[src/rtl/id_hazard_scoreboard.sv]
// id_hazard_scoreboard
// Decode-stage sequencing controller for the 5-stage MIPS pipeline.
// It tracks the destination registers of the instructions in EX, MEM and WB.
// It stalls decode on read-after-write hazards against the combinational
// register-file read. After a branch or jump issues, it squashes wrong-path
// fetches for CTRL_LAT cycles.
//
// Build option:
//   FWD_EN  When defined, operands are forwarded and only load-use stalls.
//           fwd_rs_sel / fwd_rt_sel select the forwarding source.
//           When undefined, every in-flight RAW match stalls and the
//           forward selects are tied to zero.

module id_hazard_scoreboard #(
    parameter int CTRL_LAT = 2,
    parameter int CNT_W    = 16
) (
    input  logic             CLK,
    input  logic             RESET,
    input  logic             id_valid,
    input  logic [4:0]       id_rs_addr,
    input  logic [4:0]       id_rt_addr,
    input  logic             id_uses_rs,
    input  logic             id_uses_rt,
    input  logic             id_reg_write,
    input  logic [4:0]       id_dst_addr,
    input  logic             id_mem_to_reg,
    input  logic             id_ctrl,
    output logic             hold_ifid,
    output logic             flush_ifid,
    output logic             bubble_idex,
    output logic             issue,
    output logic [1:0]       fwd_rs_sel,
    output logic [1:0]       fwd_rt_sel,
    output logic [CNT_W-1:0] stall_count
);

    typedef enum logic {
        RUN    = 1'b0,
        SQUASH = 1'b1
    } state_t;

    // The squash counter starts at CTRL_LAT-1 and runs down to zero.
    // That gives exactly CTRL_LAT squash cycles.
    localparam logic [2:0] SQUASH_INIT = 3'(CTRL_LAT - 1);

    state_t          state;
    logic [2:0]      cnt;

    // One scoreboard slot per downstream stage: {valid, dst, load}.
    logic            ex_valid;
    logic [4:0]      ex_dst;
    logic            ex_load;
    logic            mem_valid;
    logic [4:0]      mem_dst;
    logic            mem_load;
    logic            wb_valid;
    logic [4:0]      wb_dst;
    logic            wb_load;

    logic [CNT_W-1:0] stall_cnt;

    logic            rs_ex_hit;
    logic            rs_mem_hit;
    logic            rs_wb_hit;
    logic            rt_ex_hit;
    logic            rt_mem_hit;
    logic            rt_wb_hit;
    logic            data_hazard;
    logic            stall;
    logic            load_into_ex;
    logic [1:0]      rs_sel_raw;
    logic [1:0]      rt_sel_raw;

    // The load flag is only consulted for EX (and only with forwarding).
    // The remaining copies travel with their slot and are folded away here.
    logic            unused_load_bits;
    assign unused_load_bits = ^{ex_load, mem_load, wb_load};

    // A slot matches a source register only when it is valid, the
    // destinations agree, and the register is not $0.
    assign rs_ex_hit  = ex_valid  && (ex_dst  == id_rs_addr) && (id_rs_addr != 5'd0);
    assign rs_mem_hit = mem_valid && (mem_dst == id_rs_addr) && (id_rs_addr != 5'd0);
    assign rs_wb_hit  = wb_valid  && (wb_dst  == id_rs_addr) && (id_rs_addr != 5'd0);
    assign rt_ex_hit  = ex_valid  && (ex_dst  == id_rt_addr) && (id_rt_addr != 5'd0);
    assign rt_mem_hit = mem_valid && (mem_dst == id_rt_addr) && (id_rt_addr != 5'd0);
    assign rt_wb_hit  = wb_valid  && (wb_dst  == id_rt_addr) && (id_rt_addr != 5'd0);

`ifdef FWD_EN
    // Pick the youngest producer of a used source.
    // A load sitting in EX cannot forward yet, so it is skipped here
    // and stalls instead.
    function automatic logic [1:0] fwd_pick(input logic used,
                                            input logic ex_hit,
                                            input logic mem_hit,
                                            input logic wb_hit,
                                            input logic ex_is_load);
        logic [1:0] sel;
        sel = 2'd0;
        if (used) begin
            if (ex_hit && !ex_is_load) begin
                sel = 2'd1;
            end else if (mem_hit) begin
                sel = 2'd2;
            end else if (wb_hit) begin
                sel = 2'd3;
            end
        end
        return sel;
    endfunction

    assign data_hazard = (id_uses_rs && rs_ex_hit && ex_load) ||
                         (id_uses_rt && rt_ex_hit && ex_load);
    assign rs_sel_raw  = fwd_pick(id_uses_rs, rs_ex_hit, rs_mem_hit, rs_wb_hit, ex_load);
    assign rt_sel_raw  = fwd_pick(id_uses_rt, rt_ex_hit, rt_mem_hit, rt_wb_hit, ex_load);
`else
    // WB is included because its register-file write lands after the
    // decode-stage read.
    assign data_hazard = (id_uses_rs && (rs_ex_hit || rs_mem_hit || rs_wb_hit)) ||
                         (id_uses_rt && (rt_ex_hit || rt_mem_hit || rt_wb_hit));
    assign rs_sel_raw  = 2'd0;
    assign rt_sel_raw  = 2'd0;
`endif

    // Pipeline control decode from the current state and the ID instruction.
    // Reset forces the idle pattern.
    always_comb begin
        hold_ifid   = 1'b0;
        flush_ifid  = 1'b0;
        bubble_idex = 1'b1;
        issue       = 1'b0;
        stall       = 1'b0;
        fwd_rs_sel  = 2'd0;
        fwd_rt_sel  = 2'd0;
        if (!RESET) begin
            if (state == SQUASH) begin
                flush_ifid  = 1'b1;
                bubble_idex = 1'b1;
            end else begin
                stall       = id_valid && data_hazard;
                hold_ifid   = stall;
                bubble_idex = stall || !id_valid;
                issue       = id_valid && !stall;
                fwd_rs_sel  = rs_sel_raw;
                fwd_rt_sel  = rt_sel_raw;
            end
        end
    end

    assign load_into_ex = issue && id_reg_write && (id_dst_addr != 5'd0);

    // Advance the scoreboard one stage per cycle.
    // Only a real register write from an issuing instruction enters EX.
    always_ff @(posedge CLK) begin
        if (RESET) begin
            ex_valid  <= 1'b0;
            ex_dst    <= 5'd0;
            ex_load   <= 1'b0;
            mem_valid <= 1'b0;
            mem_dst   <= 5'd0;
            mem_load  <= 1'b0;
            wb_valid  <= 1'b0;
            wb_dst    <= 5'd0;
            wb_load   <= 1'b0;
        end else begin
            wb_valid  <= mem_valid;
            wb_dst    <= mem_dst;
            wb_load   <= mem_load;
            mem_valid <= ex_valid;
            mem_dst   <= ex_dst;
            mem_load  <= ex_load;
            if (load_into_ex) begin
                ex_valid <= 1'b1;
                ex_dst   <= id_dst_addr;
                ex_load  <= id_mem_to_reg;
            end else begin
                ex_valid <= 1'b0;
                ex_dst   <= 5'd0;
                ex_load  <= 1'b0;
            end
        end
    end

    // RUN/SQUASH sequencing.
    // SQUASH is entered only when a control instruction actually issues,
    // so a branch stalled on a hazard waits in RUN first.
    always_ff @(posedge CLK) begin
        if (RESET) begin
            state <= RUN;
            cnt   <= 3'd0;
        end else begin
            case (state)
                RUN: begin
                    if (issue && id_ctrl) begin
                        state <= SQUASH;
                        cnt   <= SQUASH_INIT;
                    end
                end
                SQUASH: begin
                    if (cnt == 3'd0) begin
                        state <= RUN;
                    end else begin
                        cnt <= cnt - 3'd1;
                    end
                end
                default: begin
                    state <= RUN;
                    cnt   <= 3'd0;
                end
            endcase
        end
    end

    // Count data-hazard stall cycles.
    // The count sticks at all-ones rather than wrapping.
    always_ff @(posedge CLK) begin
        if (RESET) begin
            stall_cnt <= '0;
        end else if (stall && !(&stall_cnt)) begin
            stall_cnt <= stall_cnt + CNT_W'(1);
        end
    end

    assign stall_count = stall_cnt;

endmodule

[config.mk]
export PLATFORM = sky130hd
export DESIGN_NAME = id_hazard_scoreboard
export DESIGN_NICKNAME = d
export VERILOG_FILES = /design/src/rtl/id_hazard_scoreboard.sv
export SDC_FILE = /design/constraint.sdc
export NUM_CORES = 1
export LEC_CHECK = 0
export ABC_AREA = 0
export BUFFER_PORTS_ARGS = -buffer_cell sky130_fd_sc_hd__buf_2
export CAP_MARGIN = 20
export CORE_MARGIN = 2
export CORE_UTILIZATION = 53
export DETAILED_ROUTE_END_ITERATION = 8
export HOLD_SLACK_MARGIN = 0.03
export PLACE_DENSITY_LB_ADDON = 0.05
export SETUP_SLACK_MARGIN = 0.3
export SKIP_LAST_GASP = 1
export SYNTH_ARGS = -nofsm -noshare
export SYNTH_HDL_FRONTEND = slang
export SYNTH_SLANG_ARGS = --single-unit
[constraint.sdc]
create_clock -name CLK -period 2.9 [get_ports CLK]
set_clock_uncertainty 0.1 [all_clocks]
set_input_delay 0.145 -clock CLK [delete_from_list [all_inputs] [get_ports CLK]]
set_output_delay 0.145 -clock CLK [all_outputs]
set_load 0.02 [all_outputs]
==> run summary, run 1 <==
Leaving out fill and tap cells, the most frequent cells in the layout are sky130_fd_sc_hd__buf_2 (41), sky130_fd_sc_hd__dfxtp_1 (38), sky130_fd_sc_hd__xor2_1 (27). In the final routed layout, each cell accounts on average for 13.4 µm. The final design area excluding fillers was 2370 µm².

Prior to clock tree synthesis, the placed netlist has a worst setup slack of 0.485 ns. STA classifies the critical path startpoint as a flip-flop. The type of the setup path with the least slack is reg -> reg.

Summed over all nets, the half-perimeter wirelength after detailed placement is 3060 µm. Summed over all cells, the static leakage comes to 0.977 nW. The instance count after placement with tap cells included is 300, and the signed area change from the synthesized netlist to the final layout is 20.6%. The most common flop cell mapped by yosys was sky130_fd_sc_hd__dfxtp_1.

The final layout contains routed wiring with a total length of 4260 µm. Wire segments on met3 add up to 157 µm in the final route. The initial detailed-routing violation count came out at 122.

Setup total negative slack on the finished layout was measured at 0 ns. At the end of routability-driven placement, the weighted congestion stood at 0.876. The clock latency reported for the late side of the worst-skew pair came out at 0.30 ns. Counting every sink on the clock net gives 38.

Summed over all layers, the global routing overflow is 0. The logs give 0 for the number of maximum-capacitance constraint violations and 38.7% for the post-synthesis sequential area ratio. Counting every instance in the synthesized netlist gives 218. The run gives 0 as the number of hold violations in the final report. The post-route netlist has 22.3% of its cells at a drive strength greater than 1. STA puts the critical path data arrival time at 2.56 ns. The run gives 0.235 mV as the worst-case vdd ir drop. After detailed routing, no signal wire sits above met4. The first global-routing pass estimated 6860 µm of wire.

Once placement finished, the instance area stood at 2190 µm². Buffers inserted to repair hold after CTS numbered 9. The number of synthesis warnings is 0, and the post-detailed-route via-to-cell ratio is 5.28. The flow ran to the end, and the final reports show no timing, DRC or antenna violations. For the number of setup violations in the final report, the log shows 0. The number of remaining DRC errors was 0. In this run, synthesis inferred 0 flip-flops with an integrated enable. In the final routing, the length of wire on met1 measures 2080 µm. Count of buffers from port buffering: 41. Of all flip-flops after synthesis, the portion carrying an async set or reset was 0%. In this run the standard cell core region covers 3610 µm². The tightest hold path in the finished design has a slack of 0.108 ns. The worst path needs 2.43 ns of the cycle, external delays included. The cell area power density works out to 431 nW/µm². Along the worst path, the maximum fanout reaches 14. CTS placed an instance of sky130_fd_sc_hd__clkbuf_8 at the clock tree root. TritonCTS created 5 clock buffers. The tools report the via count of the first global-routing pass as 1481. The run gives 0 as the antenna diode instance count.

The number of max-slew violations in the final report was 0; the worst endpoint required time was 3.03 ns. For this run, the detailed router's first-pass iteration total came to 4. The logs give 65.8% for the final cell utilization of the core and 0 for the post-CTS resize count.

In the finished design, the share of the clock period the worst path needs comes to 83.8%. Number of antenna violations at the first check in global routing: 0. TritonCTS built the clock tree. The overall die area is 4220 µm², and the vertical die dimension is 64.9 µm. For the final standard cell count with taps included and fillers excluded, the log shows 317. The highest attainable clock frequency is 0.412 GHz.

For the number of distinct standard cells referenced by the synthesized netlist, the log shows 38. The number of H-tree branching levels was 2. The maximum number of pins on one net before global-route repair is 35, and the number of setup buffers added after CTS is 0. The synthesized area per cell was 9.03 µm²; the post-layout worst setup margin was 0.471 ns. The die width works out to 64.9 µm. Leading cell type in the layout, fill and taps excluded: sky130_fd_sc_hd__buf_2.

Global routing used 21.6% of the available tracks across all layers. In this run the worst hold path is classified as in -> reg. The power consumption was 1.02 mW. The tools report the count of boundary I/O pins as 47. The detail route stage leaves a number of antenna-violating nets equal to 0.

Counting flops and latches in the post-synthesis netlist gives 38. The final route contains 1674 vias. The routed length on met2 was 1950 µm; the starting density of the core was 54.6%. The run gives 2 as the clock tree buffer depth. The mapped netlist covers 1970 µm².

The number of standard-cell rows in the floorplan is 22. The net total in the final layout is 294. After clock tree synthesis, the clock-pin slew on the worst setup and hold paths is 0.08 ns.

Setup repair after global routing left no endpoint under its margin. Kind of capture point of the worst setup path: a flip-flop.
## power by group
| group | leakage (nW) | internal (mW) | total [mW] | switching [mW] |
|---|---|---|---|---|
| Clock | 0.0472 | 0.191 | 0.387 | 0.196 |
| Sequential | 0.307 | 0.529 | 0.535 | 0.00623 |
| Combinational | 0.623 | 0.0441 | 0.100 | 0.0562 |
## worst paths after layout
kind | startpoint | to | slack, ns | depth (start not counted)
max | mem_dst[0] | stall_count[7] | 0.47 | 8
min | id_ctrl | cnt[2] | 0.11 | 3
max reg2reg | mem_dst[0] | stall_count[7] | 0.47 | 8
min reg2reg | ex_valid | mem_valid | 0.39 | 1
## per-layer routing
metal,vias to the layer above,track usage (%)
met4,0,8.78
met2,32,33.6
met3,7,5.21
met1,769,28.7
met5,-,0
li1,866,-
## critical path, cell delays in order, from the launching register on
cell,delay (ns)
sky130_fd_sc_hd__dfxtp_1,0.35
sky130_fd_sc_hd__xor2_1,0.17
sky130_fd_sc_hd__nor4_1,0.32
sky130_fd_sc_hd__nand3_1,0.17
sky130_fd_sc_hd__a31oi_4,0.25
sky130_fd_sc_hd__o21ai_2,0.18
sky130_fd_sc_hd__buf_4,0.22
sky130_fd_sc_hd__or4_1,0.47
sky130_fd_sc_hd__a21oi_1,0.14
## logic make-up after synthesis
family | synth area share [%]
simple gates | 26.2
flops | 38.7
compound gates | 12.9
xor+xnor | 14.7
buf+inv | 4.39
fa+ha+maj | 1.91
mux | 1.08
other cells | 0.191
## layout make-up
| class | instances | area (µm²) |
|---|---|---|
| Tap cell | 48 | 60.1 |
| Sequential cell | 38 | 761 |
| Timing Repair Buffer | 52 | 310 |
| Multi-Input combinational cell | 167 | 1130 |
| Clock inverter | 2 | 12.5 |
| Fill cell | 315 | 1230 |
| Inverter | 4 | 15.0 |
| Clock buffer | 6 | 82.6 |
## cells in the mapped netlist (2+ instances only)
library cell | count | area, µm²
sky130_fd_sc_hd__dfxtp_1 | 38 | 761
sky130_fd_sc_hd__xor2_1 | 27 | 236
sky130_fd_sc_hd__a21oi_1 | 15 | 75.1
sky130_fd_sc_hd__nor2b_1 | 15 | 93.8
sky130_fd_sc_hd__nand3_1 | 14 | 70.1
sky130_fd_sc_hd__nor2_1 | 14 | 52.6
sky130_fd_sc_hd__or4_1 | 11 | 82.6
sky130_fd_sc_hd__o31ai_1 | 9 | 67.6
sky130_fd_sc_hd__nand2_1 | 8 | 30.0
sky130_fd_sc_hd__and3_1 | 6 | 37.5
sky130_fd_sc_hd__clkbuf_1 | 6 | 22.5
sky130_fd_sc_hd__xnor2_1 | 6 | 52.6
sky130_fd_sc_hd__buf_4 | 5 | 37.5
sky130_fd_sc_hd__nor4_1 | 5 | 31.3
sky130_fd_sc_hd__inv_1 | 4 | 15.0
sky130_fd_sc_hd__ha_1 | 3 | 37.5
sky130_fd_sc_hd__nor3_1 | 3 | 15.0
sky130_fd_sc_hd__o21ai_1 | 3 | 15.0
sky130_fd_sc_hd__or3_1 | 3 | 18.8
sky130_fd_sc_hd__a31oi_4 | 2 | 42.5
sky130_fd_sc_hd__nand4_1 | 2 | 12.5
sky130_fd_sc_hd__nor4_2 | 2 | 25.0
sky130_fd_sc_hd__o211ai_1 | 2 | 15.0
## flip-flops by register name (all words and copies together) (netlist names)
name	count
ex_valid	1
cnt	3
mem_dst	5
ex_dst	5
wb_dst	5
stall_count	16
wb_valid	1
mem_valid	1
state	1
(Power assumes the default switching activity.)
==> inputs of run 2 (changes only) <==
Clock period 2.9 ns to 2.36 ns, I/O delays scaled along.
==> run 2 against run 1 <==
Sequential share of layout area is 2.5 points lower. Count of clock-buffer cells in the layout is 1 lower. Sequential cell count stayed put. Non-clock buffer count is 12 higher. Worst hold slack worse by 0.040 ns. Via count is 2.9% higher. First-iteration DRC count is 5.7% higher. Register-to-register slack worse by 0.35 ns. Largest power group unchanged. Highest routed layer unchanged.
==> run summary, run 2 (synthesis results as in run 1) <==
Global routing usage on met2: 31.4% (-2.2 points). The cell area power density was 466 nW/µm² (+8.3%); the area taken by multi-input logic gates was 1240 µm² (+9.6%). The maximum number of pins on one net before global-route repair is 35 (unchanged). The number of maximum-capacitance constraint violations is 0 (unchanged), and the share of layout cells above drive strength 1 is 35.7% (+13 points). The count of buffers from port buffering is 41 (unchanged).

The wire length per cell is 13.6 µm (+1.5%), and the clock buffer count from CTS is 5 (unchanged). The class of the tightest hold or removal check is in -> reg. The tools report the fraction of met3 tracks used by global routing as 4.17% (-1.0 points). Number of standard-cell rows in the floorplan: 22 (unchanged). Setup repair after global routing could not meet its margin everywhere. For the placed cell area, the log shows 2260 µm² (+3.4%).

The signed area change from the synthesized netlist to the final layout was 31.7%; the final sum of negative setup slack was 0 ns (unchanged). Of the available clock period, the critical path in the final layout requires 95.3%. The tools report the normalized max-slew margin as 64.6%. STA classifies the critical path startpoint as a flip-flop. The number of antenna violations at the first check in global routing is 0 (unchanged).

The worst-path cell with the longest stage delay was sky130_fd_sc_hd__dfxtp_1. The flip-flop count of the largest register, all copies and words added came out at 16 (unchanged). The detailed-router iteration count before antenna repair is 4 (unchanged), and the number of remaining DRC errors is 0 (unchanged).

For the overall die area, the log shows 4220 µm² (unchanged). Maximum fanout count along the critical path: 8 (-6). The tools report the number of fillers in the final layout as 296 (-6.0%).

The number of setup violations in the final report was 0 (unchanged). The number of H-tree branching levels is 2 (unchanged), and the number of routed nets with antenna violations is 0 (unchanged). The flip-flop and latch area was 764 µm² (+0.49%). The starting density of the core is 54.6% (unchanged), and the placer's final routability congestion estimate is 0.769 (-12%). The leading cell type in the layout, fill and taps excluded was sky130_fd_sc_hd__buf_2. Traced cell by cell, the critical path runs through xor2_1, nor4_2, nand3_1, a31oi_4, buf_4, nor3_2, buf_4, inv_1, buf_4.

The die width is 64.9 µm (unchanged), and the worst-case vdd ir drop is 0.345 mV (+47%). In this run the clock root is driven by a sky130_fd_sc_hd__clkbuf_8. The post-detailed-route via-to-cell ratio is 5.25 (-0.52%).

For the post-detailed-placement half-perimeter wirelength, the log shows 3100 µm (+1.5%). The global-route wire length before repair was 6890 µm (+0.51%). The critical path in this run is classified as reg -> out.

The routed wire length is 4470 µm (+5.0%). Static timing analysis puts the maximum clock frequency at 0.445 GHz. The count of boundary I/O pins came out at 47 (unchanged). For the global-route met1 utilization, the log shows 30.1% (+1.3 points). The tools report the antenna diode instance count as 0 (unchanged).

The total routing usage reported by global routing is 21.2% (-0.38 points), and the largest incremental delay on the critical path is 0.33 ns (-0.14 ns). The highest-utilization routing layer at the global route stage was met2. The clock transition at the registers of the reported paths works out to 0.08 ns (about the same). TritonCTS built the clock tree. For the initial detailed-routing violation count, the log shows 129 (+5.7%).

The via count of the first global-routing pass came out at 1521 (+2.7%). The tools report the kind of capture point of the worst setup path as an output port. The net total in the final layout was 306 (+4.1%); the total vias in the final route was 1723 (+2.9%). For the worst endpoint required time, the log shows 2.14 ns (-0.89 ns). After layout, the minimum clock period comes to 2.25 ns.

The flow ran to the end, and the final reports show no timing, DRC or antenna violations. The number of max-slew violations in the final report was 0 (unchanged). The data arrival time of the critical path is 2.03 ns (-0.53 ns), and the clock tree buffer depth is 2 (unchanged). The most numerous cell type found on the critical path is sky130_fd_sc_hd__buf_4. Number of hold violations in the final report: 0 (unchanged). The clock sink count was 38 (unchanged). The clock latency reported for the late side of the worst-skew pair came out at 0.29 ns (about the same). The reported leakage power was 1.06 nW (+8.4%). The final global-route overflow total was 0 (unchanged). For the core footprint, the log shows 3610 µm² (unchanged). Broken down by cell family, the worst path's largest delay share belongs to buffers and inverters. The vertical die dimension was 64.9 µm (unchanged); the final design area excluding fillers was 2590 µm² (+9.2%). In the layout the commonest cells are sky130_fd_sc_hd__buf_2 (39), sky130_fd_sc_hd__dfxtp_1 (35), sky130_fd_sc_hd__xor2_1 (26). The count of buffer and inverter cells on the critical path is 4 (+3), and the worst-margin pin slew is 0.529 ns.
run 2: path summary, 6_finish.rpt:
path | startpoint | endpoint | slack (ns) | cells after the start
worst max register to register | wb_dst[3] | stall_count[13] | 0.12 | 8
worst min register to register | ex_valid | mem_valid | 0.39 | 1
worst max-delay path | wb_dst[3] | bubble_idex | 0.11 | 9
worst min-delay path | id_ctrl | cnt[2] | 0.07 | 3
run 2: metrics by stage:
stage | hold WS, ns | power [mW] | cells | util (%) | setup WS (ns)
2_1_floorplan | 0.134 | 0.744 | 221 | - | 0.293
3_3_place_gp | 0.271 | 0.784 | 308 | 62.8 | 0.0616
3_5_place_dp | 0.273 | 0.786 | 308 | 62.8 | -0.00683
4_1_cts | 0.0639 | 1.22 | 324 | 67.6 | 0.114
5_1_grt | 0.111 | 1.26 | 328 | 71.9 | -0.0451
6_report | 0.0680 | 1.21 | 328 | 71.9 | 0.110
run 2: cell type report:
type / instances / share of cell area (%)
Inverter: 4 / 0.579
Clock inverter: 2 / 0.386
Tap cell: 48 / 2.32
Multi-Input combinational cell: 167 / 47.9
Sequential cell: 38 / 29.5
Clock buffer: 5 / 2.66
Timing Repair Buffer: 64 / 16.7
run 2: worst reg2reg max path, cell delays in order, from the launching register on:
cell	delay [ns]
sky130_fd_sc_hd__dfxtp_1	0.33
sky130_fd_sc_hd__xor2_1	0.17
sky130_fd_sc_hd__nor4_2	0.25
sky130_fd_sc_hd__nand3_1	0.15
sky130_fd_sc_hd__a31oi_4	0.27
sky130_fd_sc_hd__o21ai_4	0.11
sky130_fd_sc_hd__buf_12	0.15
sky130_fd_sc_hd__or4_4	0.51
sky130_fd_sc_hd__a21oi_2	0.13
run 2: report_power, final:
part	switching (mW)	internal, mW
registers	0.00779	0.650
logic	0.0713	0.0559
clock network	0.225	0.198
run 2: timing repair:
action,CTS,global route
resized for setup,4,24
cloned,0,1
pin swaps,8,5
endpoints found under the hold margin,6,0
setup buffers,3,3
hold buffers,6,0
setup endpoints to repair,16,27
run 2: metal layers:
| metal | vias up | routed length, µm |
|---|---|---|
| met1 | 789 | 2210 |
| met4 | 0 | 51 |
| met5 | - | 0 |
| met3 | 5 | 172 |
| met2 | 40 | 2030 |
| li1 | 889 | - |
==> inputs of run 3 (changes only) <==
Settings changed: SETUP_SLACK_MARGIN 0.3 to 0.02.
==> run 3 against run 2 <==
Sequential power is essentially flat. Count of clock-buffer cells in the layout grew 1. First-iteration DRC count shrank 40%. Fmax grew 0.15%. Register-to-register slack is essentially flat. Largest power group is now the clock network.
==> run summary, run 3 (synthesis results as in run 1) <==
The run finished with clean final reports. The power share of the sequential group is 44.8% (-9.6 points), and the final cell utilization of the core is 69.5% (-2.4 points). The worst hold path begins at id_ctrl.

TritonCTS built the clock tree. For the clock network fraction of design power, the log shows 46.8% (+12 points). The number of fillers in the final layout was 302 (+2.0%); the maximum fanout count along the critical path was 6 (-2). The worst register-to-register path begins at mem_dst[1]. The clock transition at the registers of the reported paths works out to 0.08 ns (about the same). The slowest stage of the critical path belongs to the cell sky130_fd_sc_hd__or4_1. The buffer type at the clock tree root was sky130_fd_sc_hd__clkbuf_8.

The flip-flop and latch area came out at 764 µm² (unchanged). Flip-flop count of the largest register, all copies and words added: 16 (unchanged). In this run the worst setup path begins at mem_dst[1]. For the final hold slack, the log shows 0.0945 ns (+0.0265 ns). Wire length per cell: 13.6 µm (-0.34%). The post-route minimum period works out to 2.25 ns (-0.00338 ns). The cell area power density came out at 586 nW/µm² (+26%). Setup repair after global routing could not meet its margin everywhere. The logs give 78 (-40%) for the initial detailed-routing violation count and 35 (unchanged) for the maximum number of pins on one net before global-route repair. The reported leakage power is 1.04 nW (-1.6%).

The fraction of power spent switching nets is 21.3% (-3.9 points), and the number of standard-cell rows in the floorplan is 22 (unchanged). The post-detailed-route via-to-cell ratio was 5.37 (+2.2%). The leading cell type in the layout, fill and taps excluded was sky130_fd_sc_hd__buf_2. The net total in the final layout came out at 302 (-1.3%). The count of buffers from port buffering is 41 (unchanged).

Worst endpoint required time: 2.49 ns (+0.35 ns). The logs give 0 (unchanged) for the final global-route overflow total and 0.848 (+10%) for the placer's final routability congestion estimate. In the layout the commonest cells are sky130_fd_sc_hd__buf_2 (40), sky130_fd_sc_hd__dfxtp_1 (35), sky130_fd_sc_hd__xor2_1 (27). The placed cell area is 2250 µm² (-0.66%).

The net switching power was 0.312 mW (+2.6%). The worst hold path belongs to the class in -> reg. The signed area change from the synthesized netlist to the final layout came out at 27.3%.

The largest incremental delay on the critical path was 0.51 ns (+0.18 ns); the post-detailed-placement half-perimeter wirelength was 3170 µm (+2.2%). The total routing usage reported by global routing came out at 21.6% (+0.34 points). For the number of routed nets with antenna violations, the log shows 0 (unchanged).

Die width: 64.9 µm (unchanged). The type of the setup path with the least slack is reg -> reg. For the via count of the first global-routing pass, the log shows 1549 (+1.8%). STA classifies the critical path endpoint as a flip-flop. For the clock buffer count from CTS, the log shows 5 (unchanged). The count of buffer and inverter cells on the critical path was 1 (-3); the number of hold violations in the final report was 0 (unchanged). The core footprint is 3610 µm² (unchanged), and the internal power component is 1.16 mW (+28%). The period utilization is 95.2% (-0.14 points). Number of setup violations in the final report: 0 (unchanged). The vertical die dimension was 64.9 µm (unchanged).

For the area taken by multi-input logic gates, the log shows 1150 µm² (-7.4%). The logs give 0 (unchanged) for the number of max-slew violations in the final report and 0.445 GHz (+0.15%) for the highest attainable clock frequency. For the final design area excluding fillers, the log shows 2500 µm² (-3.3%). Share of layout cells above drive strength 1: 28.2% (-7.6 points). Largest delay contributor family on the critical path: simple AND/OR/NAND/NOR gates. Routed wire length: 4410 µm (-1.3%).

Global-route wire length before repair: 7060 µm (+2.4%). The antenna diode instance count is 0 (unchanged), and the clock latency reported for the late side of the worst-skew pair is 0.29 ns (about the same). Count of boundary I/O pins: 47 (unchanged). STA classifies the critical path startpoint as a flip-flop. The run gives 4220 µm² (unchanged) as the overall die area.

For the worst-case vdd ir drop, the log shows 0.410 mV (+19%). The logs give 1744 (+1.2%) for the total vias in the final route and 2 (unchanged) for the clock tree buffer depth. Walking the worst path, the cells encountered are xor2_1, nor4_1, nand3_1, a31oi_4, o21ai_2, buf_4, or4_1, a21oi_2. The number of remaining DRC errors is 0 (unchanged), and the number of H-tree branching levels is 2 (unchanged). The run gives 8.3% (-2.2 points) as the combinational share of power.

Starting density of the core: 54.6% (unchanged). The clock sink count is 38 (unchanged). The logs give 0 (unchanged) for the number of antenna violations at the first check in global routing and 1.47 mW (+21%) for the power consumption. The data arrival time of the critical path is 2.37 ns (+0.34 ns).

Number of maximum-capacitance constraint violations: 0 (unchanged). The detailed-router iteration count before antenna repair is 6 (+2).
-- run 3: changes by cell type in the layout (fill, tap and decap cells not counted), sizes merged --
cell,previous run,this run
buf,57,54
bufinv,0,2
clkinv,2,0
-- run 3: power groups by stage --
stage | registers (mW) | clock network [mW] | logic, mW
after floorplan | 0.670 | 0 | 0.0733
after global placement | 0.672 | 0 | 0.111
after detailed placement | 0.673 | 0 | 0.113
after CTS | 0.657 | 0.694 | 0.121
after global routing | 0.659 | 0.723 | 0.136
final | 0.658 | 0.687 | 0.122
-- run 3: worst reg2reg max path, delay by kind of cell, from the launching register on --
family,cells,cell delay [ns]
AOI/OAI and AO/OA,3,0.43
xor gates and xnor gates,1,0.17
and+or+nand+nor,3,0.99
DFF,1,0.35
buffers and inverters,1,0.17
-- run 3: layout make-up --
class                      instances  area share [%]
multi-input combinational        167            45.9
inverter                           4           0.599
clock buffer                       6            3.30
clock inverter                     2            2.40
sequential                        38            30.5
tap                               48            2.40
timing repair buffer              60            14.9
-- run 3: path summary, 6_finish.rpt --
kind | endpoint | slack (ns) | depth (start not counted)
worst min-delay path | cnt[1] | 0.09 | 3
worst max-delay path | stall_count[15] | 0.11 | 8
worst min register to register | mem_valid | 0.40 | 1
worst max register to register | stall_count[15] | 0.11 | 8
-- run 3: layer usage --
metal | global-route usage, % | wire length [µm] | vias up
li1 | - | - | 890
met1 | 29.5 | 2130 | 817
met2 | 34.4 | 2110 | 32
met3 | 4.17 | 134 | 5
met4 | 6.38 | 36 | 0
met5 | 0 | 0 | -
-- run 3: repair_timing --
item | CTS | global route
resized for setup | 0 | 10
setup endpoints to repair | 0 | 11
hold buffers | 6 | 0
endpoints found under the hold margin | 6 | 0
buffers inserted | 0 | 3
-- run 3: through the flow --
step | std cells | setup slack, ns | TNS [ns]
2_1_floorplan | 221 | 0.260 | 0
3_3_place_gp | 308 | 0.129 | 0
3_5_place_dp | 308 | 0.100 | 0
4_1_cts | 322 | 0.0812 | 0
5_1_grt | 325 | -0.0124 | -0.0152
6_report | 325 | 0.114 | 0
